<file path="src/rtl/noc_flit_receiver.sv">
// -----------------------------------------------------------------------------
// noc_flit_receiver
//
// Far end of a credit-based router-to-endpoint flit link. Incoming flits are
// written into a small circular FIFO and presented downstream as a single-flit
// AXI-stream master. Each flit drained downstream returns one credit to the
// sender one cycle later, so the sender's credit counter (initialised to
// BUFFER_DEPTH) never lets it overrun the buffer in normal operation.
//
// A two-state tracker follows packet boundaries on the popped stream. It
// counts completed packets (tails popped) and reports whether a packet is
// partially drained.
//
// Optional feature (macro NOC_FLIT_RECEIVER_OVERFLOW_CHECK_EN):
//   defined   - a flit arriving while the buffer is full with no pop in the
//               same cycle sets the sticky err_overflow flag, and a
//               simulation-only assertion reports it.
//   undefined - err_overflow is tied low and no check logic is built.
// In both builds such a flit is dropped and no pointer moves.
// -----------------------------------------------------------------------------
module noc_flit_receiver #(
    parameter int FLIT_WIDTH   = 64,
    parameter int DEST_WIDTH   = 4,
    parameter int BUFFER_DEPTH = 2,
    parameter int CNT_WIDTH    = 16
) (
    input  logic                                  clk_noc,
    input  logic                                  rst_n,

    // Router-side flit link
    input  logic [FLIT_WIDTH-1:0]                 data_in,
    input  logic [DEST_WIDTH-1:0]                 dest_in,
    input  logic                                  is_tail_in,
    input  logic                                  send_in,
    output logic                                  credit_out,

    // AXI-stream master
    output logic                                  axis_tvalid,
    input  logic                                  axis_tready,
    output logic [FLIT_WIDTH-1:0]                 axis_tdata,
    output logic [DEST_WIDTH-1:0]                 axis_tdest,
    output logic                                  axis_tlast,

    // Status
    output logic [$clog2(BUFFER_DEPTH+1)-1:0]     occupancy,
    output logic                                  in_packet,
    output logic [CNT_WIDTH-1:0]                  pkt_count,
    output logic                                  err_overflow
);

    // -------------------------------------------------------------------------
    // Local types and constants
    // -------------------------------------------------------------------------
    localparam int OCC_W = $clog2(BUFFER_DEPTH + 1);
    localparam int PTR_W = (BUFFER_DEPTH > 1) ? $clog2(BUFFER_DEPTH) : 1;

    typedef logic [PTR_W-1:0] ptr_t;
    typedef logic [OCC_W-1:0] occ_t;

    typedef struct packed {
        logic [FLIT_WIDTH-1:0] data;
        logic [DEST_WIDTH-1:0] dest;
        logic                  tail;
    } flit_t;

    typedef enum logic {
        ST_IDLE   = 1'b0,
        ST_IN_PKT = 1'b1
    } pkt_state_e;

    // Pointers wrap explicitly at BUFFER_DEPTH-1, so non-power-of-two depths
    // work. Full/empty come from the occupancy counter, not from pointer
    // equality, so full can never look like empty.
    function automatic ptr_t ptr_inc(input ptr_t p);
        return (p == PTR_W'(BUFFER_DEPTH - 1)) ? '0 : p + PTR_W'(1);
    endfunction

    // -------------------------------------------------------------------------
    // Registers
    // -------------------------------------------------------------------------
    flit_t          mem_q [BUFFER_DEPTH];
    ptr_t           wr_ptr_q,   wr_ptr_d;
    ptr_t           rd_ptr_q,   rd_ptr_d;
    occ_t           occ_q,      occ_d;
    logic           credit_q,   credit_d;
    pkt_state_e     state_q,    state_d;
    logic [CNT_WIDTH-1:0] pkt_cnt_q, pkt_cnt_d;

    // -------------------------------------------------------------------------
    // Handshake decode
    // -------------------------------------------------------------------------
    logic  empty;
    logic  full;
    logic  pop;
    logic  push;
    flit_t flit_in;
    flit_t head;

    assign empty   = (occ_q == '0);
    assign full    = (occ_q == OCC_W'(BUFFER_DEPTH));
    assign pop     = axis_tvalid & axis_tready;
    // A flit arriving on a full buffer still fits when the head leaves in
    // the same cycle.
    assign push    = send_in & (~full | pop);
    assign flit_in = '{data: data_in, dest: dest_in, tail: is_tail_in};

    // The head always comes from storage. A flit written this cycle becomes
    // visible on the next cycle and is never bypassed from the input.
    assign head        = mem_q[rd_ptr_q];
    assign axis_tvalid = ~empty;
    assign axis_tdata  = head.data;
    assign axis_tdest  = head.dest;
    assign axis_tlast  = head.tail;

    assign occupancy  = occ_q;
    assign credit_out = credit_q;
    assign in_packet  = (state_q == ST_IN_PKT);
    assign pkt_count  = pkt_cnt_q;

    // -------------------------------------------------------------------------
    // Flit storage write port
    // -------------------------------------------------------------------------
    // NOTE: the storage array has no reset. Valid entries are tracked only by
    // the pointers and the occupancy counter, so resetting the data would add
    // a reset fan-out to every storage bit and buy nothing.
    always_ff @(posedge clk_noc) begin
        if (push) begin
            mem_q[wr_ptr_q] <= flit_in;
        end
    end

    // -------------------------------------------------------------------------
    // Next-state logic for pointers, occupancy and the credit return
    // -------------------------------------------------------------------------
    // NOTE: every signal assigned here gets a default value first. Without
    // the defaults, a path that skips the assignment would infer a latch.
    always_comb begin
        wr_ptr_d = wr_ptr_q;
        rd_ptr_d = rd_ptr_q;
        occ_d    = occ_q;
        credit_d = pop;

        if (push) begin
            wr_ptr_d = ptr_inc(wr_ptr_q);
        end
        if (pop) begin
            rd_ptr_d = ptr_inc(rd_ptr_q);
        end

        unique case ({push, pop})
            2'b10:   occ_d = occ_q + OCC_W'(1);
            2'b01:   occ_d = occ_q - OCC_W'(1);
            default: occ_d = occ_q;  // idle, or push and pop together
        endcase
    end

    // -------------------------------------------------------------------------
    // Next-state logic for packet tracking and the completed-packet count
    // -------------------------------------------------------------------------
    always_comb begin
        state_d   = state_q;
        pkt_cnt_d = pkt_cnt_q;

        if (pop) begin
            if (axis_tlast) begin
                // A tail closes the packet. A single-flit packet is counted
                // from IDLE and never enters IN_PKT.
                state_d   = ST_IDLE;
                pkt_cnt_d = pkt_cnt_q + CNT_WIDTH'(1);  // wraps naturally
            end else begin
                state_d   = ST_IN_PKT;
            end
        end
    end

    // -------------------------------------------------------------------------
    // Control register bank
    // -------------------------------------------------------------------------
    // NOTE: sequential state uses non-blocking assignments, so every flop
    // samples its pre-edge inputs and the result does not depend on the order
    // in which the simulator evaluates the blocks.
    always_ff @(posedge clk_noc or negedge rst_n) begin
        if (!rst_n) begin
            wr_ptr_q  <= '0;
            rd_ptr_q  <= '0;
            occ_q     <= '0;
            credit_q  <= 1'b0;
            state_q   <= ST_IDLE;
            pkt_cnt_q <= '0;
        end else begin
            wr_ptr_q  <= wr_ptr_d;
            rd_ptr_q  <= rd_ptr_d;
            occ_q     <= occ_d;
            credit_q  <= credit_d;
            state_q   <= state_d;
            pkt_cnt_q <= pkt_cnt_d;
        end
    end

`ifdef NOC_FLIT_RECEIVER_OVERFLOW_CHECK_EN
    // -------------------------------------------------------------------------
    // Overflow detection: a flit that reaches a full buffer with no pop in the
    // same cycle means the sender broke the credit protocol.
    // -------------------------------------------------------------------------
    logic overflow_evt;
    logic err_ovf_q, err_ovf_d;

    assign overflow_evt = send_in & full & ~pop;
    assign err_overflow = err_ovf_q;

    // Sticky error flag; only reset clears it.
    always_comb begin
        err_ovf_d = err_ovf_q | overflow_evt;
    end

    // Error flag register
    always_ff @(posedge clk_noc or negedge rst_n) begin
        if (!rst_n) begin
            err_ovf_q <= 1'b0;
        end else begin
            err_ovf_q <= err_ovf_d;
        end
    end

`ifndef SYNTHESIS
    // Report a protocol violation by the sender as it happens.
    always @(posedge clk_noc) begin
        if (rst_n) begin
            assert (!overflow_evt)
                else $warning("noc_flit_receiver: flit dropped, buffer full without pop");
        end
    end
`endif
`else
    // No overflow checking in this build. Overflow flits are still dropped.
    assign err_overflow = 1'b0;
`endif

endmodule

</file>
<file path="config.mk">
export PLATFORM = sky130hd
export DESIGN_NAME = noc_flit_receiver
export DESIGN_NICKNAME = d
export VERILOG_FILES = /design/src/rtl/noc_flit_receiver.sv
export SDC_FILE = /design/constraint.sdc
export NUM_CORES = 1
export LEC_CHECK = 0
export ABC_CLOCK_PERIOD_IN_PS = 11000
export BUFFER_PORTS_ARGS = -buffer_cell sky130_fd_sc_hd__buf_2
export CAP_MARGIN = 30
export CORE_UTILIZATION = 35
export CTS_BUF_LIST = sky130_fd_sc_hd__clkbuf_16
export CTS_CLUSTER_SIZE = 12
export DETAILED_ROUTE_END_ITERATION = 7
export PLACE_DENSITY_LB_ADDON = 0.08
export RECOVER_POWER = 25
export REMOVE_ABC_BUFFERS = 1
export SYNTH_ARGS = -nofsm -noshare
export SYNTH_HDL_FRONTEND = slang
export SYNTH_SLANG_ARGS = --single-unit
</file>
<file path="constraint.sdc">
create_clock -name clk_noc -period 11 [get_ports clk_noc]
set_input_delay 2.2 -clock clk_noc [delete_from_list [all_inputs] [get_ports clk_noc]]
set_output_delay 2.2 -clock clk_noc [all_outputs]
set_load 0.005 [all_outputs]
</file>
==> results.py, run 1 <==
metrics = {
    "synthesis": {
        "syn-cell-area_um2": 5962,
        "ys_warn_count": 0,
        "syn_area_per_cell_um2": 19.61,
        "synth_cell_types": 30,
        "ys_seq_elements": 160,
        "yosysSeqAreaShare": 0.7874,
        "synthCells": 304,
    },
    "pwr": {
        "finalPower_w": 0.001891,
        "power_leakage_nw": 2.954,
        "p_per_area_nw_per_um2": 248.3,
        "ir_drop_mv": 0.1075,
    },
    "die": {
        "core_area_um2": 16580,
        "die-area_um2": 17560,
        "die_h_um": 132.5,
        "start_util": 0.3595,
        "pin_count": 164,
        "row_count": 47,
        "fp.dieW_um": 132.5,
    },
    "critical_path": {
        "crit_required_ps": 8800,
        "reg2reg_depth": 4,
        "start_kind": "register",
        "crit_family": "flip-flops",
        "critPathKind": "reg -> out",
        "cpPeakStageDelay_ps": 760,
        "worstSetupStartpoint": "rd_ptr_q",
        "endpoint": "axis_tdata[21]",
        "r2r-start": "occupancy[1]",
        "end_kind": "output pin",
        "r2r_setup_slack_ps": 8450,
        "cp_num_buf_inv": 2,
        "slowest_stage": "dfrtp_4",
        "rr_endpoint": "mem_q[0][68]",
        "path_depth": 3,
        "crit_path_cell_trace": "buf_12, mux2_2, buf_2",
        "cp.arrival_ps": 2010,
        "cp_max_fo": 36,
    },
    "timing": {
        "finalHoldViolCount": 0,
        "finalCritPeriodShare": 0.3825,
        "rsz0062_at_grt": "no",
        "finalSetupViolCount": 0,
        "fmax_mhz": 237.7,
        "layout_min_cycle_time_ps": 4208,
        "fin_skew_ps": 6.770,
        "slew_headroom": 0.3676,
        "tns_ps": 0,
        "tightest_slew_ps": 946.3,
        "slew_violations": 0,
    },
    "cts": {
        "hold_buffers": 0,
        "clk_pin_slew_ps": 60,
        "cts_setup_buffers": 0,
        "cts-root-buf": "clkbuf_16",
        "htreeDepth": 4,
        "cts_buffer_depth": 2,
        "cts_tree": "yes",
        "cts_buffers": 17,
        "cts.sinks": 160,
        "clk_latency_ps": 410,
        "cts_resized": 0,
    },
    "detailed_routing": {
        "vias_per_cell": 4.449,
        "dr.pass1.iters": 4,
        "drtIter0Drc": 123,
        "dr_total_vias": 3168,
        "met2_length_um": 5549,
        "drc": 0,
        "wl_met3_um": 836,
        "top_layer": "met4",
        "ant_nets": 0,
        "wl_per_cell_um": 16.01,
        "wl_um": 11400,
        "route.layer.met1.wl_um": 4901,
    },
    "layout": {
        "diodes": 0,
        "syn2layout_area_growth_pct": 27.79,
        "nFillCells": 1533,
        "final_nets": 553,
        "drive_gt1_frac": 0.5366,
        "stdcell_area_um2": 7619,
        "stdcell_count": 712,
    },
    "grt": {
        "grt_max_degree": 42,
        "grt_pass1_wl_um": 17570,
        "grt_antenna_before_repair": 0,
        "track_usage": 0.1357,
        "grt_pass1_vias": 3390,
        "grt-ovfl-total": 0,
    },
    "place": {
        "post_dp_cell_area_um2": 7058,
        "io_buffers": 162,
        "gp_congestion": 0.7464,
        "place_hpwl_um": 7464,
        "placedCellCount": 680,
    },
    "run": {
        "maxCapViolations": 0,
    },
    "min_path": {
        "worstHoldPathCells": 1,
        "hp-class": "reg -> reg",
    },
    "outcome": {
        "status": "complete, no violations",
    },
}
-- stage by stage --
step                setup WS [ps]    util  hold WS [ps]
detailed placement           6643  0.4256         460.7
CTS                          6725  0.4602         469.4
floorplan                    5304       -         468.1
global route                 6675  0.4594         505.6
global placement             6664  0.4244         460.0
finish                       6792  0.4594         465.7
-- logic make-up (layout without fill, tap and decap cells) --
kind of cell,Yosys count,after routing,share of synthesized area
mux,71,71,0.1343
other cells,1,1,0.0006290
xor+xnor,17,17,0.02497
compound gates,5,5,0.006297
flops,160,160,0.7874
buf+inv,15,203,0.01112
fa+ha+maj,1,1,0.002098
simple gates,34,34,0.03316
-- state kept, by name, indices dropped and copies added (netlist names) --
| register | count |
|---|---|
| occupancy | 2 |
| rd_ptr_q | 1 |
| pkt_count | 16 |
| wr_ptr_q | 1 |
| in_packet | 1 |
| credit_out | 1 |
| mem_q | 138 |
-- cells in the mapped netlist --
library cell	count	area, µm²
and3_1	1	6.260
buf_2	2	10.01
buf_4	2	15.01
clkbuf_1	5	18.77
conb_1	1	3.750
dfrtp_1	22	550.5
edfxtp_1	138	4144
ha_1	1	12.51
inv_1	6	22.52
mux2_1	1	11.26
mux2_2	68	765.7
mux2i_1	1	10.01
mux2i_2	1	13.76
nand2_1	12	45.04
nand2b_1	1	6.260
nand3_1	4	20.02
nand3b_1	1	7.510
nand4_1	5	31.28
nor2_1	4	15.01
nor2_2	1	6.260
nor2b_1	1	6.260
nor3_1	1	5.000
nor4_4	2	42.54
o21ai_0	2	10.01
o21ai_2	1	8.760
o221a_2	1	11.26
o31ai_1	1	7.510
or2_2	1	6.260
xnor2_1	15	131.4
xor2_1	2	17.52
-- worst reg2reg max path, stage by stage (launching register included) --
cell and delay, ps:
dfrtp_1 450, inv_1 130, o31ai_1 190, nor2_4 770
buf_4 640
-- layer usage --
metal	vias up	global-route usage
met4	0	0.05172
met3	8	0.05900
li1	1505	-
met2	105	0.2219
met1	1550	0.1573
met5	-	0
-- layout by cell type, fill, tap and decap left out, types with 2 or more instances in the layout --
cell and instances:
nand3_1 4, o21ai_0 2, buf_4 2, xnor2_1 15, nor2_1 2, buf_2 151
nor2_4 2, clkinv_2 4, xor2_1 2, inv_1 6, mux2_2 68, nand4_1 5
clkbuf_16 20, nor4_4 2, inv_4 4, nand2_1 12, edfxtp_1 138, dfrtp_1 21
clkbuf_1 11
-- area by class of cell --
type | count | area, µm² | share of cell area
clock buffers | 20 | 500.5 | 0.06569
clock inverters | 12 | 73.82 | 0.009690
inverters | 6 | 22.52 | 0.002956
multi-input cells | 129 | 1216 | 0.1596
flip-flops and latches | 160 | 4698 | 0.6167
well taps | 220 | 275.3 | 0.03613
repair buffers | 165 | 832.0 | 0.1092
-- worst min path at each step --
stage / start / end / slack (ps)
finish: pkt_count[15] / pkt_count[15] / 470
global route: pkt_count[15] / pkt_count[15] / 510
CTS: pkt_count[15] / pkt_count[15] / 470
detailed placement: pkt_count[15] / pkt_count[15] / 460
global placement: pkt_count[15] / pkt_count[15] / 460
floorplan: wr_ptr_q / wr_ptr_q / 470
-- power by group --
group	internal (W)	switching (W)
Clock	0.000328	0.000235
Sequential	0.000802	0.0000695
Combinational	0.000236	0.000221
No activity file was read; power rests on OpenSTA's default activity.
==> run 2, diff against run 1 <==
--- a/config.mk
+++ b/config.mk
@@ -5,7 +5,8 @@
 export SDC_FILE = /design/constraint.sdc
 export NUM_CORES = 1
 export LEC_CHECK = 0
-export ABC_CLOCK_PERIOD_IN_PS = 11000
+export ABC_AREA = 1
+export ABC_CLOCK_PERIOD_IN_PS = 4080
 export BUFFER_PORTS_ARGS = -buffer_cell sky130_fd_sc_hd__buf_2
 export CAP_MARGIN = 30
 export CORE_UTILIZATION = 35
==> constraint.sdc (replaced) <==
create_clock -name clk_noc -period 4.08 [get_ports clk_noc]
set_input_delay 0.816 -clock clk_noc [delete_from_list [all_inputs] [get_ports clk_noc]]
set_output_delay 0.816 -clock clk_noc [all_outputs]
set_load 0.005 [all_outputs]
==> run 2 against run 1 <==
  * Clock power rose to 2.6 times the previous value
  * Register-to-register slack lost 6500 ps
  * Hold slack worse by 94 ps
  * Sequential power increased to 2.7 times the previous value
  * Routed wire length is 15% higher
  * Global-route usage rose by 1.4 points
  * Critical endpoint is now axis_tlast
  * Largest cell class unchanged
  * Highest routed layer is now met5
==> results.py, run 2 <==
metrics = {
    "synthesis": {
        "synth_most_common_cell": "nand2_1",
        "synth_enable_flop_cells": 138,
        "postSynth.asyncResetShare": 0.1375,
        "synthDominantCellAreaShare": 0.6696,
        "yosysSeqAreaShare": 0.7586,
        "synthTopCellsByCount": "nand2_1 (254), edfxtp_1 (138), dfrtp_1 (22)",
        "syn-cell-area_um2": 6188,
        "syn_area_per_cell_um2": 12.21,
        "ys_seq_elements": 160,
        "synthCells": 507,
        "ys.flop_type": "edfxtp_1",
        "synth_cell_types": 28,
        "yosys-top-cells-area": "edfxtp_1 (67%), nand2_1 (15%), dfrtp_1 (8.9%)",
        "ys_warn_count": 0,
        "synth_top_cell_by_area": "edfxtp_1",
    },
    "die": {
        "fp.dieW_um": 135.0,
        "core_area_um2": 17300,
        "die-area_um2": 18220,
        "pin_count": 164,
        "die_h_um": 135.0,
        "row_count": 48,
        "start_util": 0.3578,
    },
    "timing": {
        "slew_violations": 0,
        "fmax_mhz": 340.4,
        "fin_skew_ps": 5.535,
        "tightest_slew_ps": 770.2,
        "finalSetupViolCount": 0,
        "tns_ps": 0,
        "layout_min_cycle_time_ps": 2938,
        "finalHoldViolCount": 0,
        "slew_headroom": 0.4866,
        "finalCritPeriodShare": 0.7200,
        "rsz0062_at_grt": "no",
    },
    "layout": {
        "largest_reg_flops": 138,
        "final_cell_mix": "nand2_1 (254), buf_2 (147), edfxtp_1 (138), dfrtp_1 (21), clkbuf_16 (17)",
        "final_nets": 752,
        "layout_commonest_cell": "nand2_1",
        "syn2layout_area_growth_pct": 25.96,
        "largest_register": "mem_q",
        "drive_gt1_frac": 0.2865,
    },
    "cts": {
        "cts_buffer_depth": 2,
        "cts.sinks": 160,
        "cts-root-buf": "clkbuf_16",
        "hold_buffers": 0,
        "clk_latency_ps": 420,
        "cts_resized": 0,
        "clk_pin_slew_ps": 60,
        "cts_buffers": 17,
        "cts_setup_buffers": 0,
        "htreeDepth": 4,
        "cts_tree": "yes",
    },
    "pwr": {
        "sequentialPowerShare": 0.446,
        "intPower_w": 0.003543,
        "p_switching_w": 0.001726,
        "power_leakage_nw": 3.386,
        "ir_drop_mv": 0.3210,
        "switching_share": 0.3276,
        "p_per_area_nw_per_um2": 676.0,
        "finalPower_w": 0.005270,
        "comb_power_share": 0.276,
        "p_clk_frac": 0.278,
    },
    "critical_path": {
        "crit_family": "flip-flops",
        "crit_required_ps": 3260,
        "cp_num_buf_inv": 2,
        "cp.arrival_ps": 2120,
        "r2r_setup_slack_ps": 1930,
        "critPathKind": "reg -> out",
        "cp_max_fo": 41,
        "start_kind": "register",
        "slowest_stage": "dfrtp_2",
        "crit_path_cell_trace": "buf_4, nand2_1, nand2_4, buf_2",
        "end_kind": "output pin",
        "cpPeakStageDelay_ps": 740,
    },
    "grt": {
        "grt-ovfl-total": 0,
        "grt_pass1_vias": 3893,
        "grt_max_degree": 71,
        "grt_antenna_before_repair": 2,
        "track_usage": 0.1502,
        "grt_pass1_wl_um": 20030,
    },
    "min_path": {
        "hp-class": "in -> async",
    },
    "place": {
        "gp_congestion": 0.7809,
        "place_hpwl_um": 8489,
        "io_buffers": 162,
    },
    "detailed_routing": {
        "wl_um": 13130,
        "dr_total_vias": 4015,
        "wl_per_cell_um": 14.32,
        "drc": 0,
        "drtIter0Drc": 151,
        "ant_nets": 0,
        "dr.pass1.iters": 4,
        "vias_per_cell": 4.378,
    },
    "run": {
        "maxCapViolations": 0,
    },
    "outcome": {
        "status": "complete, no violations",
    },
}
==> run 2: changes by cell type after synthesis, sizes merged, moves of 2 or more <==
cell | previous run | this run
mux2i | 2 | 0
mux2 | 69 | 0
xnor2 | 15 | 2
buf | 4 | 7
nor2 | 5 | 20
nor4 | 2 | 0
xor2 | 2 | 7
nand3 | 4 | 11
nand2 | 12 | 259
inv | 6 | 19
nand4 | 5 | 3
clkbuf | 5 | 9
==> run 2: final cells by class <==
type                    count  area (µm²)
clock inverters            15       121.4
clock buffers              17       425.4
flip-flops and latches    160        4696
inverters                  20       85.08
fillers                  1633        9502
multi-input cells         311        1346
diodes                      1       2.502
repair buffers            168       837.1
well taps                 225       281.5
==> run 2: cell families after synthesis <==
logic type               after synthesis  synth area share
XOR/XNOR                               9           0.01274
other                                  1         0.0006060
AND/OR/NAND/NOR                      295            0.1951
adder cells (fa/ha/maj)                1          0.002022
buffers and inverters                 36           0.02628
flip-flops                           160            0.7586
AO/OA/AOI/OAI                          5          0.004651
==> run 2: path summary, 6_finish.rpt <==
path,depth (start not counted),to,from
worst max register to register,8,pkt_count[14],rd_ptr_q
max in group asynchronous,1,rd_ptr_q,rst_n
worst max-delay path,4,axis_tlast,rd_ptr_q
min in group clk_noc,1,pkt_count[6],pkt_count[6]
worst min-delay path,1,credit_out,rst_n
worst min register to register,1,pkt_count[6],pkt_count[6]
==> run 2: through the flow <==
stage                     cells  hold slack (ps)  instance area, µm²  utilization  worst slack, ps
after global routing        916            401.9                7792       0.4505            967.8
after floorplan             491            502.4                6111            -           -483.7
after global placement      884            498.3                7264       0.4200             1510
after CTS                   916            376.6                7811       0.4516             1035
final                       917            371.6                7795       0.4507             1142
after detailed placement    884            511.2                7264       0.4200             1490
==> run 2: power groups by stage <==
stage / clock network, W / logic [W] / registers, W
floorplan: 0 / 0.000737 / 0.00241
global placement: 0 / 0.00150 / 0.00238
detailed placement: 0 / 0.00151 / 0.00239
CTS: 0.00150 / 0.00151 / 0.00235
global route: 0.00157 / 0.00165 / 0.00239
finish: 0.00146 / 0.00146 / 0.00235
==> run 2: per-layer routing <==
metal / vias to the layer above / track usage / share of wire
met5: - / 0 / 0.00061
met4: 2 / 0.06991 / 0.020
met3: 23 / 0.05443 / 0.073
met2: 114 / 0.2457 / 0.48
met1: 1861 / 0.1760 / 0.42
li1: 2015 / - / -
==> run 3, diff against run 2 <==
--- a/config.mk
+++ b/config.mk
@@ -6,7 +6,7 @@
 export NUM_CORES = 1
 export LEC_CHECK = 0
 export ABC_AREA = 1
-export ABC_CLOCK_PERIOD_IN_PS = 4080
+export ABC_CLOCK_PERIOD_IN_PS = 2800
 export BUFFER_PORTS_ARGS = -buffer_cell sky130_fd_sc_hd__buf_2
 export CAP_MARGIN = 30
 export CORE_UTILIZATION = 35
==> constraint.sdc (replaced) <==
create_clock -name clk_noc -period 2.8 [get_ports clk_noc]
set_input_delay 0.56 -clock clk_noc [delete_from_list [all_inputs] [get_ports clk_noc]]
set_output_delay 0.56 -clock clk_noc [all_outputs]
set_load 0.005 [all_outputs]
==> run 3 against run 2 <==
  * Total power up 46%
  * Clock-buffer cell count stayed put
  * Critical path depth increased by 1
  * Register-to-register slack got worse by 890 ps
  * Combinational power grew 53%
  * Critical endpoint is now axis_tdata[11]
==> results.py, run 3 (synthesized netlist as in run 2, its figures left out) <==
metrics = {
    "die": {
        "row_count": 48,
        "core_area_um2": 17300,
        "die-area_um2": 18220,
        "pin_count": 164,
        "fp.dieW_um": 135.0,
        "die_h_um": 135.0,
        "start_util": 0.3578,
    },
    "timing": {
        "slew_violations": 0,
        "rsz0062_at_grt": "no",
        "finalCritPeriodShare": 0.8178,
        "hold_ws_ps": 124.1,
        "tightest_slew_ps": 542.8,
        "setup_slack_ps": 510.1,
        "slew_headroom": 0.6382,
        "fmax_mhz": 436.7,
        "fin_skew_ps": 6.920,
        "finalHoldViolCount": 0,
        "layout_min_cycle_time_ps": 2290,
        "finalSetupViolCount": 0,
    },
    "critical_path": {
        "cpPeakStageDelay_ps": 430,
        "cp.arrival_ps": 1730,
        "crit_path_cell_trace": "inv_4, buf_12, nand2_1, nand2_1, buf_2",
        "slowest_stage": "dfrtp_2",
        "crit_required_ps": 2240,
        "end_kind": "output pin",
        "cp_num_buf_inv": 3,
        "critPathKind": "reg -> out",
        "crit_family": "buffers and inverters",
        "cp_max_fo": 38,
        "cpMostUsedCell": "nand2_1",
        "start_kind": "register",
    },
    "grt": {
        "grt_antenna_before_repair": 2,
        "track_usage": 0.1525,
        "grt_max_degree": 71,
        "grt_pass1_vias": 3899,
        "grt-ovfl-total": 0,
        "grt_pass1_wl_um": 20420,
    },
    "place": {
        "io_buffers": 162,
        "pre_cts_ws_ps": 752.6,
        "place_hpwl_um": 8364,
        "gp_congestion": 0.7877,
        "post_dp_cell_area_um2": 7295,
    },
    "detailed_routing": {
        "ant_nets": 0,
        "drtIter0Drc": 217,
        "route.layer.met1.wl_um": 5456,
        "vias_per_cell": 4.391,
        "wl_met3_um": 1124,
        "drc": 0,
        "wl_per_cell_um": 14.56,
        "top_layer": "met5",
        "wl_um": 13320,
        "dr.pass1.iters": 4,
        "dr_total_vias": 4018,
        "met2_length_um": 6546,
    },
    "cts": {
        "clk_latency_ps": 420,
        "cts.sinks": 160,
        "cts_buffers": 17,
        "cts_setup_buffers": 0,
        "cts-root-buf": "clkbuf_16",
        "htreeDepth": 4,
        "clk_pin_slew_ps": 60,
        "cts_tree": "yes",
        "cts_resized": 0,
        "hold_buffers": 0,
        "cts_buffer_depth": 2,
    },
    "layout": {
        "final_cell_mix": "nand2_1 (254), buf_2 (144), edfxtp_1 (138), dfrtp_1 (21)",
        "nFillCells": 1635,
        "post-route-util": 0.4520,
        "largest_reg_flops": 138,
        "layout_commonest_cell": "nand2_1",
        "syn2layout_area_growth_pct": 26.32,
        "largest_register": "mem_q",
        "drive_gt1_frac": 0.2830,
        "final_nets": 751,
        "stdcell_area_um2": 7818,
    },
    "pwr": {
        "p_per_area_nw_per_um2": 987.4,
        "power_leakage_nw": 3.381,
        "ir_drop_mv": 0.4319,
        "finalPower_w": 0.007719,
    },
    "run": {
        "maxCapViolations": 0,
    },
    "min_path": {
        "hp-class": "in -> async",
    },
    "outcome": {
        "status": "complete, no violations",
    },
}
run 3: final cells by class:
class	instances	area [µm²]	share of cell area
flip-flops and latches	160	4696	0.6007
multi-input cells	311	1346	0.1722
repair buffers	167	863.3	0.1104
clock buffers	17	425.4	0.05442
well taps	225	281.5	0.03601
clock inverters	14	117.6	0.01504
inverters	20	85.08	0.01088
diodes	1	2.502	0.0003201
run 3: path summary, 6_finish.rpt:
| check | startpoint | to | slack, ps | depth (start not counted) |
|---|---|---|---|---|
| worst max-delay path | rd_ptr_q | axis_tdata[11] | 510 | 5 |
| worst min-delay path | rst_n | credit_out | 120 | 1 |
| worst max register to register | occupancy[0] | mem_q[0][38] | 1040 | 5 |
| worst min register to register | in_packet | in_packet | 510 | 2 |
| max in group asynchronous | rst_n | rd_ptr_q | 2290 | 1 |
| min in group clk_noc | data_in[48] | mem_q[1][53] | 330 | 1 |
run 3: per-stage QoR:
| stage | setup TNS (ps) | cells |
|---|---|---|
| floorplan | -207160 | 491 |
| global placement | 0 | 883 |
| detailed placement | 0 | 883 |
| CTS | 0 | 914 |
| global route | 0 | 914 |
| finish | 0 | 915 |
run 3: power breakdown:
group / leakage (nW) / switching [W] / internal, W / total [W]
Clock: 0.262 / 0.000913 / 0.00121 / 0.00213
Combinational: 1.55 / 0.00142 / 0.000809 / 0.00223
Sequential: 1.57 / 0.000178 / 0.00318 / 0.00336
run 3: metal layers:
metal / GRT usage / vias to the layer above
met5: 0 / -
met4: 0.06742 / 2
met3: 0.05931 / 17
met2: 0.2506 / 115
met1: 0.1767 / 1862
li1: - / 2022
